`config.mk`:
```
export PLATFORM = sky130hd
export DESIGN_NAME = serial_pattern_tx_flat
export DESIGN_NICKNAME = d
export VERILOG_FILES = /design/src/rtl/seq101_pkg.sv /design/src/rtl/serial_pattern_tx_if.sv /design/src/rtl/seq101_tracker.sv /design/src/rtl/serial_pattern_tx.sv /design/src/flat_wrapper.sv
export SDC_FILE = /design/constraint.sdc
export NUM_CORES = 1
export LEC_CHECK = 0
export CORE_UTILIZATION = 46
export DETAILED_ROUTE_END_ITERATION = 8
export GPL_TIMING_DRIVEN = 1
export PLACE_DENSITY_LB_ADDON = 0.05
export SLEW_MARGIN = 20
export SYNTH_ARGS = -nofsm -noshare
export SYNTH_HDL_FRONTEND = slang
export SYNTH_SLANG_ARGS = --single-unit
export TNS_END_PERCENT = 20
```
`constraint.sdc`:
```
create_clock -name clk -period 1.4 [get_ports clk]
set_input_delay 0.21 -clock clk [delete_from_list [all_inputs] [get_ports clk]]
set_output_delay 0.21 -clock clk [all_outputs]
set_load 0.01 [all_outputs]
```
`src/rtl/seq101_pkg.sv`:
```
// Shared encodings for the 101 detector family and its stimulus transmitter.
// Detector states are reused by the reference tracker.
package seq101_pkg;

    localparam logic [1:0] S0 = 2'b00;
    localparam logic [1:0] S1 = 2'b01;
    localparam logic [1:0] S2 = 2'b10;

    localparam logic [1:0] IDLE  = 2'b00;
    localparam logic [1:0] SHIFT = 2'b01;
    localparam logic [1:0] GAP   = 2'b10;

    // Mealy 101 next-state; a detection is S2 seeing a 1.
    function automatic logic [1:0] trk_next(
        input logic [1:0] s,
        input logic       b
    );
        logic [1:0] n;
        n = S0;
        case (s)
            S0:      n = b ? S1 : S0;
            S1:      n = b ? S1 : S2;
            S2:      n = b ? S1 : S0;
            default: n = S0;
        endcase
        return n;
    endfunction

endpackage

```
`src/rtl/serial_pattern_tx_if.sv`:
```
// Load handshake and serial output bundle of serial_pattern_tx.
// master = stimulus side, slave = transmitter.
interface serial_pattern_tx_if #(
    parameter int WIDTH = 8
);
    logic             load_valid;
    logic             load_ready;
    logic [WIDTH-1:0] load_data;
    logic             abort;
    logic             out;
    logic             out_valid;
    logic             busy;
    logic             done;
    logic             expect_detect;

    modport master (
        output load_valid,
        output load_data,
        output abort,
        input  load_ready,
        input  out,
        input  out_valid,
        input  busy,
        input  done,
        input  expect_detect
    );

    modport slave (
        input  load_valid,
        input  load_data,
        input  abort,
        output load_ready,
        output out,
        output out_valid,
        output busy,
        output done,
        output expect_detect
    );
endinterface

```
`src/rtl/seq101_tracker.sv`:
```
// Reference Mealy 101 detector; detect is registered like the real one.
// It samples every bit, idle and gap zeros included.
module seq101_tracker
    import seq101_pkg::*;
(
    input  logic clk,
    input  logic rst_n,
    input  logic bit_in,
    output logic detect
);

    logic [1:0] state_q;
    logic [1:0] state_d;
    logic       detect_q;
    logic       detect_d;

    always_comb begin
        state_d  = trk_next(state_q, bit_in);
        detect_d = (state_q == S2) && bit_in;
    end

    always_ff @(posedge clk or negedge rst_n) begin
        if (!rst_n) begin
            state_q  <= S0;
            detect_q <= 1'b0;
        end else begin
            state_q  <= state_d;
            detect_q <= detect_d;
        end
    end

    assign detect = detect_q;

endmodule

```
`src/rtl/serial_pattern_tx.sv`:
```
// MSB-first serial word transmitter with idle gap and a built-in
// reference model predicting the downstream 101 detector.
module serial_pattern_tx
    import seq101_pkg::*;
#(
    parameter int WIDTH      = 8,
    parameter int GAP_CYCLES = 2
) (
    input  logic              clk,
    input  logic              rst_n,
    serial_pattern_tx_if.slave bus
);

    localparam int BCW = $clog2(WIDTH);
    localparam logic [BCW-1:0] BIT_LAST = BCW'(WIDTH - 1);
    localparam logic [3:0] GAP_LAST =
        4'(GAP_CYCLES > 0 ? GAP_CYCLES - 1 : 0);
    localparam logic [1:0] AFTER_WORD =
        (GAP_CYCLES > 0) ? GAP : IDLE;

    logic [1:0]       state_q;
    logic [1:0]       state_d;
    logic [WIDTH-1:0] shreg_q;
    logic [WIDTH-1:0] shreg_d;
    logic [BCW-1:0]   bitcnt_q;
    logic [BCW-1:0]   bitcnt_d;
    logic [3:0]       gapcnt_q;
    logic [3:0]       gapcnt_d;
    logic             done_q;
    logic             done_d;
    logic             tx_bit;
    logic             det;

    always_comb begin
        state_d  = state_q;
        shreg_d  = shreg_q;
        bitcnt_d = bitcnt_q;
        gapcnt_d = gapcnt_q;
        done_d   = 1'b0;
        case (state_q)
            IDLE: begin
                // abort is meaningless here, so a coincident load wins
                if (bus.load_valid) begin
                    shreg_d  = bus.load_data;
                    bitcnt_d = '0;
                    state_d  = SHIFT;
                end
            end
            SHIFT: begin
                if (bus.abort) begin
                    shreg_d = '0;
                    state_d = IDLE;
                end else begin
                    shreg_d = {shreg_q[WIDTH-2:0], 1'b0};
                    if (bitcnt_q == BIT_LAST) begin
                        done_d   = 1'b1;
                        gapcnt_d = '0;
                        state_d  = AFTER_WORD;
                    end else begin
                        bitcnt_d = bitcnt_q + 1'b1;
                    end
                end
            end
            GAP: begin
                if (bus.abort || gapcnt_q == GAP_LAST) begin
                    state_d = IDLE;
                end else begin
                    gapcnt_d = gapcnt_q + 1'b1;
                end
            end
            default: state_d = IDLE;
        endcase
    end

    always_ff @(posedge clk or negedge rst_n) begin
        if (!rst_n) begin
            state_q  <= IDLE;
            shreg_q  <= '0;
            bitcnt_q <= '0;
            gapcnt_q <= '0;
            done_q   <= 1'b0;
        end else begin
            state_q  <= state_d;
            shreg_q  <= shreg_d;
            bitcnt_q <= bitcnt_d;
            gapcnt_q <= gapcnt_d;
            done_q   <= done_d;
        end
    end

    assign tx_bit = (state_q == SHIFT) && shreg_q[WIDTH-1];

    seq101_tracker u_trk (
        .clk    (clk),
        .rst_n  (rst_n),
        .bit_in (tx_bit),
        .detect (det)
    );

    assign bus.load_ready    = (state_q == IDLE);
    assign bus.out           = tx_bit;
    assign bus.out_valid     = (state_q == SHIFT);
    assign bus.busy          = (state_q != IDLE);
    assign bus.done          = done_q;
    assign bus.expect_detect = det;

endmodule
```
`src/flat_wrapper.sv`:
```
// flat-port wrapper written by rule: the top's interface ports become plain ports
module serial_pattern_tx_flat import seq101_pkg::*;
#(
    parameter int WIDTH      = 8,
    parameter int GAP_CYCLES = 2
)
  (clk, rst_n, bus_load_valid, bus_load_data, bus_abort, bus_load_ready, bus_out, bus_out_valid, bus_busy, bus_done, bus_expect_detect);
  serial_pattern_tx_if #(.WIDTH(WIDTH)) bus_i ();
  input  logic clk;
  input  logic rst_n;
  input wire logic [$bits(bus_i.load_valid)-1:0] bus_load_valid;
  input wire logic [$bits(bus_i.load_data)-1:0] bus_load_data;
  input wire logic [$bits(bus_i.abort)-1:0] bus_abort;
  output wire logic [$bits(bus_i.load_ready)-1:0] bus_load_ready;
  output wire logic [$bits(bus_i.out)-1:0] bus_out;
  output wire logic [$bits(bus_i.out_valid)-1:0] bus_out_valid;
  output wire logic [$bits(bus_i.busy)-1:0] bus_busy;
  output wire logic [$bits(bus_i.done)-1:0] bus_done;
  output wire logic [$bits(bus_i.expect_detect)-1:0] bus_expect_detect;
  assign bus_i.load_valid = bus_load_valid;
  assign bus_i.load_data = bus_load_data;
  assign bus_i.abort = bus_abort;
  assign bus_load_ready = bus_i.load_ready;
  assign bus_out = bus_i.out;
  assign bus_out_valid = bus_i.out_valid;
  assign bus_busy = bus_i.busy;
  assign bus_done = bus_i.done;
  assign bus_expect_detect = bus_i.expect_detect;
  serial_pattern_tx #(.WIDTH(WIDTH), .GAP_CYCLES(GAP_CYCLES)) u_core (.clk(clk), .rst_n(rst_n), .bus(bus_i));
endmodule
```
**Yosys cells after proc, flatten, opt, wreduce, memory -nomap -nowiden**

Index checks and enable logic that the tools add are counted.

- Word-level logic and storage cells: 57
- Input port bits: 12
- Output and inout bits: 6
- Bits in registers: 21

- Reductions and logical operators: 13
- Add/subtract/negate cells: 2
- Mux-type cells: 22
- Equal/unequal tests: 13

Operators by type and width:

| cell | count |
|---|---|
| 8-bit 2-to-1 mux | 2 |
| 8-bit one-hot mux with 2 select lines | 1 |
| 4-bit 2-to-1 mux | 3 |
| 2-bit 2-to-1 mux | 5 |
| 3-bit 2-to-1 mux | 3 |
| 2-bit != test (second input constant) | 4 |
| 4-bit one-hot mux with 2 select lines | 1 |
| 4-bit AND reduction | 2 |
| 2-bit one-hot mux with 3 select lines | 1 |
| 3-bit one-hot mux with 2 select lines | 1 |
| 2-bit nonzero test | 3 |
| 4-bit by 1-bit adder with 4-bit output (second input constant) | 1 |
| 2-bit by 1-bit == test with 1-bit output (second input constant) | 2 |
| 2-bit == test (second input constant) | 2 |
| 4-bit by 1-bit == test with 1-bit output (second input constant) | 1 |
| 2-bit zero test | 2 |
| 1-bit 2-to-1 mux | 4 |
| 2-bit by 1-bit != test with 1-bit output (second input constant) | 2 |
| 2-bit one-hot mux with 2 select lines | 1 |
| 3-bit by 1-bit adder with 3-bit output (second input constant) | 1 |
| 3-bit == test (second input constant) | 1 |
| 3-bit by 2-bit != test with 1-bit output (second input constant) | 1 |
| 3-bit AND reduction | 1 |
| 1-bit logical AND | 2 |
| 3 further kinds | 3 |

**Longest topological paths before layout**

Gate-level depths: netlist of the first run.

- Word-level depth: 4
- Depth in mapped cells: 5
- Depth with buffers taken out: 5

**Modules after synthesis**

A second synthesis of the first run with hierarchy kept.

- Cell total of the unflattened synthesis: 98
- Area total of the unflattened synthesis: 1042.2 um2

Modules (own cells, without submodules):

| module | cells an instance | times used | area an instance (um2) |
|---|---|---|---|
| serial_pattern_tx | 92 | 1 | 942.2 |
| seq101_tracker | 6 | 1 | 100.1 |

**Least setup slack after synthesis of the first run**

OpenSTA, ideal clock, no wires.

- Path type: flip-flop to flip-flop
- From: register u_core.bitcnt_q[0]
- To: register u_core.bitcnt_q[1]
- Data required time: 1256 ps
- Path buffers: 0
- Setup time: 144 ps
- Setup slack: -143 ps
- Data arrival time: 1399 ps
- Stages on the path, launching flop included: 6
- Period minus slack after synthesis: 1543 ps
- Cell sequence: dfrtp_1 > ha_1 > ha_1 > nor4b_4 > a21o_1 > o221ai_1

- Longest elaborated chain between the ends: 4

Ends and longest elaborated chain:

| element | RTL line | source |
|---|---|---|
| from (decl) | serial_pattern_tx.sv:25 | `logic [BCW-1:0] bitcnt_q;` |
| from (signal assigned) | serial_pattern_tx.sv:85 | `bitcnt_q <= bitcnt_d;` |
| 3-bit by 1-bit adder with 3-bit output | serial_pattern_tx.sv:60 | `bitcnt_d = bitcnt_q + 1'b1;` |
| 3-bit 2-to-1 mux | serial_pattern_tx.sv:55 | `if (bitcnt_q == BIT_LAST) begin` |
| 3-bit 2-to-1 mux | serial_pattern_tx.sv:50 | `if (bus.abort) begin` |
| 3-bit one-hot mux with 2 select lines | serial_pattern_tx.sv:40 | `case (state_q)` |

Several ways; a longest one is shown, not always the timed one. The select of a mux whose other input is x is not followed.
A chain may end at the register's enable or synchronous reset.

**Worst setup path in the final report of the first run**

- From: register u_core.state_q[0]
- To: register u_core.gapcnt_q[1]

- Longest elaborated chain between the ends: 3

Ends and longest elaborated chain:

| element | RTL line | source |
|---|---|---|
| from (decl) | serial_pattern_tx.sv:21 | `logic [1:0] state_q;` |
| from (signal assigned) | serial_pattern_tx.sv:83 | `state_q <= state_d;` |
| 2-bit == test or 2-bit by 1-bit == test with 1-bit output (tied branches) | serial_pattern_tx.sv:40 |  |
| 2-bit != test (no line), or another cell as far along | -- |  |
| 4-bit AND reduction (no line) | -- |  |
| to (signal assigned) | serial_pattern_tx.sv:86 | `gapcnt_q <= gapcnt_d;` |
| to (decl) | serial_pattern_tx.sv:27 | `logic [3:0] gapcnt_q;` |

Several ways; a longest one is shown, not always the timed one.

==> results of run 1 <==
-- power groups by stage --
stage	Combinational, mW	Sequential (mW)	Clock [mW]
floorplan	0.397	0.871	0
global placement	0.686	0.885	0
detailed placement	0.722	0.888	0
CTS	0.742	0.874	0.309
global route	0.852	0.897	0.338
finish	0.764	0.873	0.293
-- layout make-up --
| cell class | count | area (um^2) | area share, % |
|---|---|---|---|
| Multi-Input combinational cell | 74 | 562 | 36.0 |
| Timing Repair Buffer | 43 | 377 | 24.1 |
| Tap cell | 28 | 35.0 | 2.25 |
| Sequential cell | 21 | 527 | 33.8 |
| Inverter | 9 | 33.8 | 2.17 |
| Clock buffer | 4 | 26.3 | 1.68 |
-- what timing repair did --
item	4_1_cts	5_1_grt
resized for setup	17	10
endpoints found under the setup margin	12	22
setup buffers	3	3
pin swaps	2	1
-- stage by stage --
step	setup TNS, ps	hold slack, ps
floorplan	-105	-85.6
global placement	-2620	435
detailed placement	-3070	439
CTS	-1630	234
global route	-2570	255
finish	-1310	232
-- how the worst max path moves through the flow --
stage	startpoint	endpoint	slack, ps
4_1_cts	u_core.state_q[1]	u_core.gapcnt_q[2]	-180
3_3_place_gp	bus_abort	u_core.gapcnt_q[2]	-290
6_report	u_core.state_q[0]	u_core.gapcnt_q[1]	-180
5_1_grt	u_core.state_q[1]	u_core.gapcnt_q[2]	-240
2_1_floorplan	u_core.bitcnt_q[1]	u_core.bitcnt_q[2]	-30
3_5_place_dp	bus_abort	u_core.gapcnt_q[2]	-300
-- registers in the layout, summed over array words and instances (netlist names) --
register and flops:
u_core.shreg_q 8, u_core.bus.done 1, u_core.bitcnt_q 3, u_core.u_trk.detect 1, u_core.state_q 2, u_core.u_trk.state_q 2, u_core.gapcnt_q 4
-- cells by family after synthesis --
logic type / count (synthesis) / synth area share (%)
DFF: 21 / 48.1
and+or+nand+nor: 40 / 23.5
buffers and inverters: 13 / 4.69
AOI/OAI and AO/OA: 25 / 14.2
adders and majority gates: 5 / 5.72
muxes: 4 / 3.89
-- routing by layer --
layer	track usage (%)	up-vias	share of wire, %
met2	33.1	10	51
met1	22.5	394	45
met4	8.33	0	0.68
li1	-	455	-
met3	3.64	2	2.4
met5	0	-	0
-- Yosys cell counts --
library cell	count
mux2i_1	2
nand3b_1	1
a21o_1	1
nor3b_1	3
dfrtp_1	21
nor3b_4	1
nand2b_1	2
nor2_1	1
nor4b_4	1
inv_1	9
ha_1	5
buf_2	2
or2_2	1
o2bb2ai_2	1
clkbuf_1	2
or4b_1	1
nor3_1	1
nor2b_1	9
o21bai_1	2
a21oi_1	8
and2_1	1
a31oi_1	1
o221ai_1	3
or3b_1	1
o21ai_0	9
mux2_2	2
nand3_1	1
or3b_2	2
nand2_1	14
==> impl_table.tex, run 1 <==
\begin{tabular}{lr}
\hline
Metric & Value \\
\hline
\multicolumn{2}{l}{\textbf{Clock tree}} \\
Skew-Pair Late Insertion Delay & 300 ps \\
Root buffer cell & clkbuf\_4 \\
CTS clk-pin slew, worst paths & 120 ps \\
CTS HTree Levels & 1 \\
Clock Path Buffers & 2 \\
CTS Buf Count & 3 \\
Hold-fix buffers at CTS & 0 \\
CTS tree & yes \\
Number of sinks driven by the clock tree & 21 \\
\multicolumn{2}{l}{\textbf{Detailed routing}} \\
Via density per instance & 4.81 \\
Post-detailed-route wirelength per cell & 11.6 um \\
Total number of vias & 861 \\
Detailed-route wire length & 2070 um \\
Violation count after the first detailed-route iteration & 7 \\
Remaining routing DRC violations & 0 \\
First-pass detailed-route iteration total & 4 \\
Antenna viol nets, final & 0 \\
\multicolumn{2}{l}{\textbf{Global route}} \\
Number of global-route vias before repair & 854 \\
First-pass GRT wire length & 3550 um \\
Overall routing resource usage & 19.0\% \\
Number of antenna violations at the first check in global routing & 0 \\
Largest net degree at the start of global routing & 22 \\
Global route overflow & 0 \\
\multicolumn{2}{l}{\textbf{Logic synthesis}} \\
Net Count, Synth & 125 \\
Register bit count reported by yosys & 21 \\
Warnings, synthesis & 0 \\
Largest area contributor in the synthesized netlist & dfrtp\_1 \\
Cells after Synth & 108 \\
Cells taking the most area after synthesis & dfrtp\_1 48\%, ha\_1 5.7\%, nor2b\_1 5.1\% \\
Area of the mapped netlist & 0.00109 mm\^{}2 \\
Avg Synthesized Cell Area & 10.1 um\^{}2 \\
Share of the yosys chip area belonging to registers & 48.1\% \\
Area fraction of the dominant cell type after synthesis & 48.1\% \\
Unique cell type count in the Yosys netlist & 29 \\
\multicolumn{2}{l}{\textbf{Placement}} \\
Worst slack after detailed placement & -297 ps \\
Detailed-placement wirelength estimate & 1550 um \\
Final RePlAce weighted congestion & 0.714 \\
Buffers on Ports & 17 \\
Cell count after placement & 169 \\
Post-DP Area & 0.00147 mm\^{}2 \\
\multicolumn{2}{l}{\textbf{Setup path}} \\
Crit Path Category & register to register \\
Critical Path Fanout Max & 4 \\
Critical path endpoint category & register \\
Worst R2R Setup Slack & -180 ps \\
Slowest library cell on the worst path & dfrtp\_2 \\
Crit Reg-Reg Endpoint & u\_core.gapcnt\_q[1] \\
Number of cells on the critical path & 4 \\
Crit-path leading delay family & flip-flops \\
Critical Path Max Stage Delay & 440 ps \\
Critical path, cell by cell & buf\_6 > or3b\_4 > o2bb2ai\_4 > mux2\_4 \\
Buffers \& Inverters on Critical Path & 1 \\
Launch instance of the worst register-to-register path & u\_core.state\_q[0] \\
Required time of the worst setup path & 1600 ps \\
Worst EP arrival & 1770 ps \\
Startpoint type of the worst setup path & register \\
Reg2reg path depth & 4 \\
\multicolumn{2}{l}{\textbf{Layout}} \\
Number of filler instances in the final layout & 179 \\
Post-layout net count & 169 \\
Area growth from synthesis to final layout & 42.7\% \\
Inserted Diodes & 0 \\
Final instance area & 0.00156 mm\^{}2 \\
Non-filler instance count after layout & 179 \\
Most frequent cells in the layout & 24 x buf\_4, 20 x dfrtp\_1, 14 x nand2\_1 \\
Commonest non-fill, non-tap cell in the layout & buf\_4 \\
Share of the core filled with cells in the final layout & 69.9\% \\
Share of final-layout standard cells stronger than drive strength 1 & 31.1\% \\
\multicolumn{2}{l}{\textbf{Pwr}} \\
Pint & 1.31 mW \\
Switching Fraction & 32.2\% \\
Share of power burned in registers & 45.2\% \\
Proportion of power drawn by the clock network & 15.2\% \\
Pwr/cell area & 1240 mW/mm\^{}2 \\
Largest vdd supply drop & 0.000838 V \\
Net switching power & 0.622 mW \\
Total Power Consumption & 1.93 mW \\
Logic pwr share & 39.6\% \\
Leakage power & 0.758 nW \\
\multicolumn{2}{l}{\textbf{Outcome}} \\
Failing checks & setup timing \\
Outcome & finished, violations left \\
\multicolumn{2}{l}{\textbf{Floorplan}} \\
Die H & 50.8 um \\
Die area & 0.00258 mm\^{}2 \\
Rows & 17 \\
Count of boundary I/O pins & 18 \\
Core box area & 0.00223 mm\^{}2 \\
Die X-Extent & 50.8 um \\
Starting density of the core & 49.0\% \\
\multicolumn{2}{l}{\textbf{Job}} \\
Max-cap viol count & 0 \\
\multicolumn{2}{l}{\textbf{Worst hold path}} \\
Hold crit path type & primary input to async pin \\
\multicolumn{2}{l}{\textbf{Timing}} \\
Final number of hold-violating endpoints & 0 \\
Part of the cycle the worst path needs & 113\% \\
Worst slew slack as a fraction of its limit & 78.0\% \\
Final setup violating endpoints & 18 \\
Transition time at the pin with the least slew margin & 329 ps \\
Count of final max-slew check failures & 0 \\
Worst setup skew after layout & 0.657 ps \\
Peak clock frequency supported by timing & 634 MHz \\
Final critical-path required period & 1580 ps \\
RSZ-0062 raised after global routing & yes \\
Worst Slack Setup Final & -178 ps \\
\hline
\end{tabular}
No activity file was read; power rests on OpenSTA's default activity.
==> run 2, diff against run 1 <==
- CORE_ASPECT_RATIO: not set -> 0.8
==> impl_table.tex, run 2 (synthesis gave the netlist of run 1 again) <==
\begin{tabular}{lr}
\hline
Metric & Value \\
\hline
\multicolumn{2}{l}{\textbf{Clock tree}} \\
CTS HTree Levels & 1 \\
Hold-fix buffers at CTS & 0 \\
CTS Buf Count & 3 \\
Skew-Pair Late Insertion Delay & 310 ps \\
Number of sinks driven by the clock tree & 21 \\
Clock Path Buffers & 2 \\
CTS clk-pin slew, worst paths & 120 ps \\
Root buffer cell & clkbuf\_4 \\
CTS tree & yes \\
\multicolumn{2}{l}{\textbf{Layout}} \\
Area growth from synthesis to final layout & 43.4\% \\
Share of the core filled with cells in the final layout & 71.4\% \\
Leading registers by flop count & u\_core.shreg\_q x8, u\_core.gapcnt\_q x4, u\_core.bitcnt\_q x3 \\
Commonest non-fill, non-tap cell in the layout & dfrtp\_1 \\
Non-filler instance count after layout & 171 \\
Most frequent cells in the layout & 20 x dfrtp\_1, 14 x buf\_4, 13 x nand2\_1 \\
Register bank with the most flops & u\_core.shreg\_q \\
Inserted Diodes & 0 \\
Post-layout net count & 164 \\
Number of flip-flops in the largest register & 8 \\
Share of final-layout standard cells stronger than drive strength 1 & 32.2\% \\
\multicolumn{2}{l}{\textbf{Timing}} \\
Worst slew slack as a fraction of its limit & 77.2\% \\
Worst Slack Setup Final & -187 ps \\
Transition time at the pin with the least slew margin & 340 ps \\
Final critical-path required period & 1590 ps \\
Final setup violating endpoints & 17 \\
Worst setup skew after layout & 12.0 ps \\
Part of the cycle the worst path needs & 113\% \\
Count of final max-slew check failures & 0 \\
RSZ-0062 raised after global routing & yes \\
Peak clock frequency supported by timing & 630 MHz \\
Final number of hold-violating endpoints & 0 \\
\multicolumn{2}{l}{\textbf{Detailed routing}} \\
WL met3 & 74 um \\
Via density per instance & 5.11 \\
Detailed-route wire length & 2140 um \\
Violation count after the first detailed-route iteration & 12 \\
Wire length on met2 & 1070 um \\
Met1 Routed Length & 979 um \\
Total number of vias & 874 \\
Post-detailed-route wirelength per cell & 12.5 um \\
First-pass detailed-route iteration total & 3 \\
Remaining routing DRC violations & 0 \\
Antenna viol nets, final & 0 \\
Uppermost routed layer & met4 \\
\multicolumn{2}{l}{\textbf{Placement}} \\
Final RePlAce weighted congestion & 0.756 \\
Detailed-placement wirelength estimate & 1530 um \\
Buffers on Ports & 17 \\
Cell count after placement & 163 \\
\multicolumn{2}{l}{\textbf{Setup path}} \\
Worst EP arrival & 1820 ps \\
Critical Path Fanout Max & 3 \\
Critical path endpoint category & register \\
Crit Path Category & register to register \\
Required time of the worst setup path & 1640 ps \\
Startpoint type of the worst setup path & register \\
\multicolumn{2}{l}{\textbf{Outcome}} \\
Failing checks & setup timing \\
Outcome & finished, violations left \\
\multicolumn{2}{l}{\textbf{Floorplan}} \\
Die X-Extent & 56.5 um \\
Core box area & 0.00220 mm\^{}2 \\
Rows & 15 \\
Count of boundary I/O pins & 18 \\
Starting density of the core & 49.8\% \\
Die area & 0.00258 mm\^{}2 \\
Die H & 45.6 um \\
\multicolumn{2}{l}{\textbf{Pwr}} \\
Switching Fraction & 33.1\% \\
Leakage power & 0.721 nW \\
Share of power burned in registers & 44.9\% \\
Logic pwr share & 40.3\% \\
Proportion of power drawn by the clock network & 14.8\% \\
Largest vdd supply drop & 0.000935 V \\
Pwr/cell area & 1260 mW/mm\^{}2 \\
Total Power Consumption & 1.97 mW \\
Net switching power & 0.653 mW \\
Pint & 1.32 mW \\
\multicolumn{2}{l}{\textbf{Global route}} \\
Number of antenna violations at the first check in global routing & 0 \\
Largest net degree at the start of global routing & 22 \\
First-pass GRT wire length & 3640 um \\
Number of global-route vias before repair & 836 \\
Global route overflow & 0 \\
Overall routing resource usage & 19.0\% \\
\multicolumn{2}{l}{\textbf{Worst hold path}} \\
Hold crit path type & primary input to async pin \\
\multicolumn{2}{l}{\textbf{Job}} \\
Max-cap viol count & 0 \\
\hline
\end{tabular}
run 2: worst max-delay path, stage by stage (launching register included):
cell	delay, ps
dfrtp_1	420
buf_6	130
or3b_4	400
or4b_4	490
o221ai_2	70
run 2: final cells by class:
cell class              instances  area (um^2)
fillers                       168          628
multi-input cells              74          592
flip-flops and latches         21          527
repair buffers                 38          357
inverters                       9         33.8
well taps                      25         31.3
clock buffers                   3         22.5
clock inverters                 1         5.00
run 2: power groups by stage:
stage / registers (mW) / logic (mW) / clock network, mW
after floorplan: 0.871 / 0.397 / 0
after global placement: 0.884 / 0.670 / 0
after detailed placement: 0.886 / 0.694 / 0
after CTS: 0.875 / 0.751 / 0.310
after global routing: 0.912 / 0.888 / 0.319
final: 0.886 / 0.795 / 0.291
run 2: what timing repair did:
item                                    CTS  global route
pin swaps                                 4             2
gates resized for setup                  33            10
endpoints found under the setup margin   17            21
setup buffers                             3             1
run 2: final timing paths:
| check | from | end | slack (ps) | depth (start not counted) |
|---|---|---|---|---|
| max | u_core.state_q[1] | u_core.gapcnt_q[2] | -190 | 4 |
| min | rst_n | u_core.state_q[1] | 230 | 2 |
| max reg2reg | u_core.state_q[1] | u_core.gapcnt_q[2] | -190 | 4 |
| min reg2reg | u_core.u_trk.state_q[1] | u_core.u_trk.state_q[1] | 460 | 1 |
| max in group asynchronous | rst_n | u_core.state_q[0] | 920 | 2 |
| min in group clk | u_core.u_trk.state_q[1] | u_core.u_trk.state_q[1] | 460 | 1 |
run 2: layer usage:
metal | vias to the layer above | track usage (%)
li1 | 441 | -
met1 | 417 | 22.8
met2 | 14 | 34.4
met3 | 2 | 5.11
met4 | 0 | 4.88
met5 | - | 0
run 2: metrics by stage:
stage	hold slack, ps	area [um^2]	setup TNS (ps)	setup slack [ps]
2_1_floorplan	-85.6	1140	-105	-32.3
3_3_place_gp	435	1450	-2430	-286
3_5_place_dp	442	1450	-2830	-299
4_1_cts	228	1530	-1520	-184
5_1_grt	260	1570	-2200	-214
6_report	228	1570	-1180	-187
==> run 3, diff against run 2 <==
- CELL_PAD_IN_SITES_DETAIL_PLACEMENT: not set -> 0
- CELL_PAD_IN_SITES_GLOBAL_PLACEMENT: not set -> 2
- CORE_UTILIZATION: 46 -> 29
==> impl_table.tex, run 3 (synthesis gave the netlist of run 1 again) <==
\begin{tabular}{lr}
\hline
Metric & Value \\
\hline
\multicolumn{2}{l}{\textbf{Outcome}} \\
Outcome & finished, violations left \\
Failing checks & DRC, setup timing \\
\multicolumn{2}{l}{\textbf{Global route}} \\
Number of global-route vias before repair & 907 \\
Overall routing resource usage & 13.7\% \\
Largest net degree at the start of global routing & 22 \\
Global route overflow & 0 \\
Number of antenna violations at the first check in global routing & 0 \\
First-pass GRT wire length & 4180 um \\
\multicolumn{2}{l}{\textbf{Clock tree}} \\
CTS clk-pin slew, worst paths & 80 ps \\
CTS tree & yes \\
Skew-Pair Late Insertion Delay & 260 ps \\
CTS HTree Levels & 1 \\
Root buffer cell & clkbuf\_8 \\
CTS Buf Count & 3 \\
Clock Path Buffers & 2 \\
Number of sinks driven by the clock tree & 21 \\
\multicolumn{2}{l}{\textbf{Pwr}} \\
Total Power Consumption & 2.11 mW \\
Largest vdd supply drop & 0.000533 V \\
Leakage power & 0.716 nW \\
Pwr/cell area & 1320 mW/mm\^{}2 \\
\multicolumn{2}{l}{\textbf{Detailed routing}} \\
Met1 Routed Length & 1110 um \\
WL met3 & 91 um \\
Antenna viol nets, final & 0 \\
Violation count after the first detailed-route iteration & 36 \\
Total number of vias & 887 \\
Detailed-route wire length & 2430 um \\
Wire length on met2 & 1210 um \\
Uppermost routed layer & met4 \\
Via density per instance & 4.69 \\
Remaining routing DRC violations & 5 \\
First-pass detailed-route iteration total & 6 \\
Post-detailed-route wirelength per cell & 12.9 um \\
\multicolumn{2}{l}{\textbf{Setup path}} \\
Critical path endpoint category & register \\
Critical Path Fanout Max & 4 \\
Slowest library cell on the worst path & dfrtp\_1 \\
Crit Reg-Reg Endpoint & u\_core.bitcnt\_q[0] \\
Launch instance of the worst register-to-register path & u\_core.bitcnt\_q[0] \\
Worst EP arrival & 1760 ps \\
Crit Path Category & register to register \\
Critical Path Max Stage Delay & 430 ps \\
Reg2reg path depth & 5 \\
Startpoint type of the worst setup path & register \\
Worst R2R Setup Slack & -170 ps \\
Cell repeated most along the worst path & ha\_4 \\
Critical Path Start & u\_core.bitcnt\_q[0] \\
Critical path destination & u\_core.bitcnt\_q[0] \\
Required time of the worst setup path & 1590 ps \\
Critical path, cell by cell & ha\_4 > ha\_4 > nor4b\_4 > buf\_4 > mux2i\_1 \\
\multicolumn{2}{l}{\textbf{Layout}} \\
Leading registers by flop count & u\_core.shreg\_q x8, u\_core.gapcnt\_q x4, u\_core.bitcnt\_q x3 \\
Final instance area & 0.00160 mm\^{}2 \\
Post-layout net count & 165 \\
Share of final-layout standard cells stronger than drive strength 1 & 32.7\% \\
Inserted Diodes & 0 \\
Number of flip-flops in the largest register & 8 \\
Area growth from synthesis to final layout & 46.6\% \\
Register bank with the most flops & u\_core.shreg\_q \\
Most frequent cells in the layout & 21 x dfrtp\_1, 18 x buf\_4, 13 x nand2\_1, 13 x clkdlybuf4s50\_1 \\
Commonest non-fill, non-tap cell in the layout & dfrtp\_1 \\
\multicolumn{2}{l}{\textbf{Floorplan}} \\
Die H & 56.9 um \\
Core box area & 0.00352 mm\^{}2 \\
Starting density of the core & 31.1\% \\
Count of boundary I/O pins & 18 \\
Rows & 19 \\
Die X-Extent & 70.7 um \\
Die area & 0.00402 mm\^{}2 \\
\multicolumn{2}{l}{\textbf{Timing}} \\
RSZ-0062 raised after global routing & yes \\
Worst slew slack as a fraction of its limit & 77.5\% \\
Final number of hold-violating endpoints & 0 \\
Final setup violating endpoints & 10 \\
Transition time at the pin with the least slew margin & 336 ps \\
Worst Slack Setup Final & -174 ps \\
Count of final max-slew check failures & 0 \\
Final critical-path required period & 1570 ps \\
Worst setup skew after layout & 3.09 ps \\
Part of the cycle the worst path needs & 112\% \\
Peak clock frequency supported by timing & 635 MHz \\
\multicolumn{2}{l}{\textbf{Worst hold path}} \\
Hold crit path type & primary input to async pin \\
\multicolumn{2}{l}{\textbf{Placement}} \\
Buffers on Ports & 17 \\
Post-DP Area & 0.00146 mm\^{}2 \\
Final RePlAce weighted congestion & 0.682 \\
Detailed-placement wirelength estimate & 1730 um \\
\multicolumn{2}{l}{\textbf{Job}} \\
Max-cap viol count & 0 \\
\hline
\end{tabular}
run 3: cell types whose count changed in the layout (fill, tap and decap cells not counted), moves of 2 or more:
| cell | before | now |
|---|---|---|
| buf_4 | 14 | 18 |
| clkdlybuf4s15_2 | 2 | 0 |
| clkbuf_4 | 3 | 0 |
| buf_6 | 9 | 6 |
| clkbuf_8 | 0 | 3 |
| buf_2 | 0 | 2 |
| o221ai_1 | 2 | 0 |
| clkdlybuf4s50_1 | 11 | 13 |
| dlygate4sd2_1 | 2 | 0 |
| o221ai_2 | 1 | 3 |
run 3: layout make-up:
| cell class | count | area [um^2] |
|---|---|---|
| well taps | 42 | 52.6 |
| clock buffers | 4 | 45.0 |
| repair buffers | 39 | 343 |
| fillers | 334 | 1920 |
| multi-input cells | 74 | 603 |
| flip-flops and latches | 21 | 526 |
| inverters | 9 | 33.8 |
run 3: metrics by stage:
step	TNS, ps	instances	util, %	worst slack (ps)	hold slack (ps)
after floorplan	-105	108	-	-32.3	-85.6
after global placement	-2590	179	41.5	-293	436
after detailed placement	-3110	179	41.5	-325	444
after CTS	-1640	185	43.3	-172	297
after global routing	-2130	189	45.6	-277	321
final	-1100	189	45.6	-174	291
run 3: report_power, final:
part	total (mW)	internal [mW]	leakage, nW	switching (mW)
registers	0.885	0.758	0.270	0.128
logic	0.822	0.456	0.424	0.366
clock network	0.404	0.203	0.0228	0.201
run 3: how the worst min path moves through the flow:
stage | from | endpoint | slack (ps) | cells past startpoint
after floorplan | rst_n | u_core.bitcnt_q[0] | -90 | 0
after global placement | u_core.u_trk.state_q[0] | u_core.u_trk.detect | 440 | 1
after detailed placement | u_core.u_trk.state_q[1] | u_core.u_trk.state_q[1] | 440 | 1
after CTS | rst_n | u_core.gapcnt_q[2] | 300 | 2
after global routing | rst_n | u_core.state_q[0] | 320 | 2
final | rst_n | u_core.bitcnt_q[2] | 290 | 2
run 3: what timing repair did:
action,CTS,global route
pin swaps,3,6
endpoints found under the setup margin,16,19
setup buffers,2,4
hold buffers,0,0
gates resized for setup,17,22
run 3: per-layer routing:
metal | up-vias | GRT usage, %
li1 | 443 | -
met1 | 427 | 17.0
met2 | 13 | 23.3
met3 | 4 | 4.49
met4 | 0 | 3.43
met5 | - | 0
run 3: critical path: cells and delay by family (launching register included):
kind	cells	cell delay, ps
buffers and inverters	1	180
and+or+nand+nor	1	380
DFF	1	430
adders and majority gates	2	350
muxes	1	160
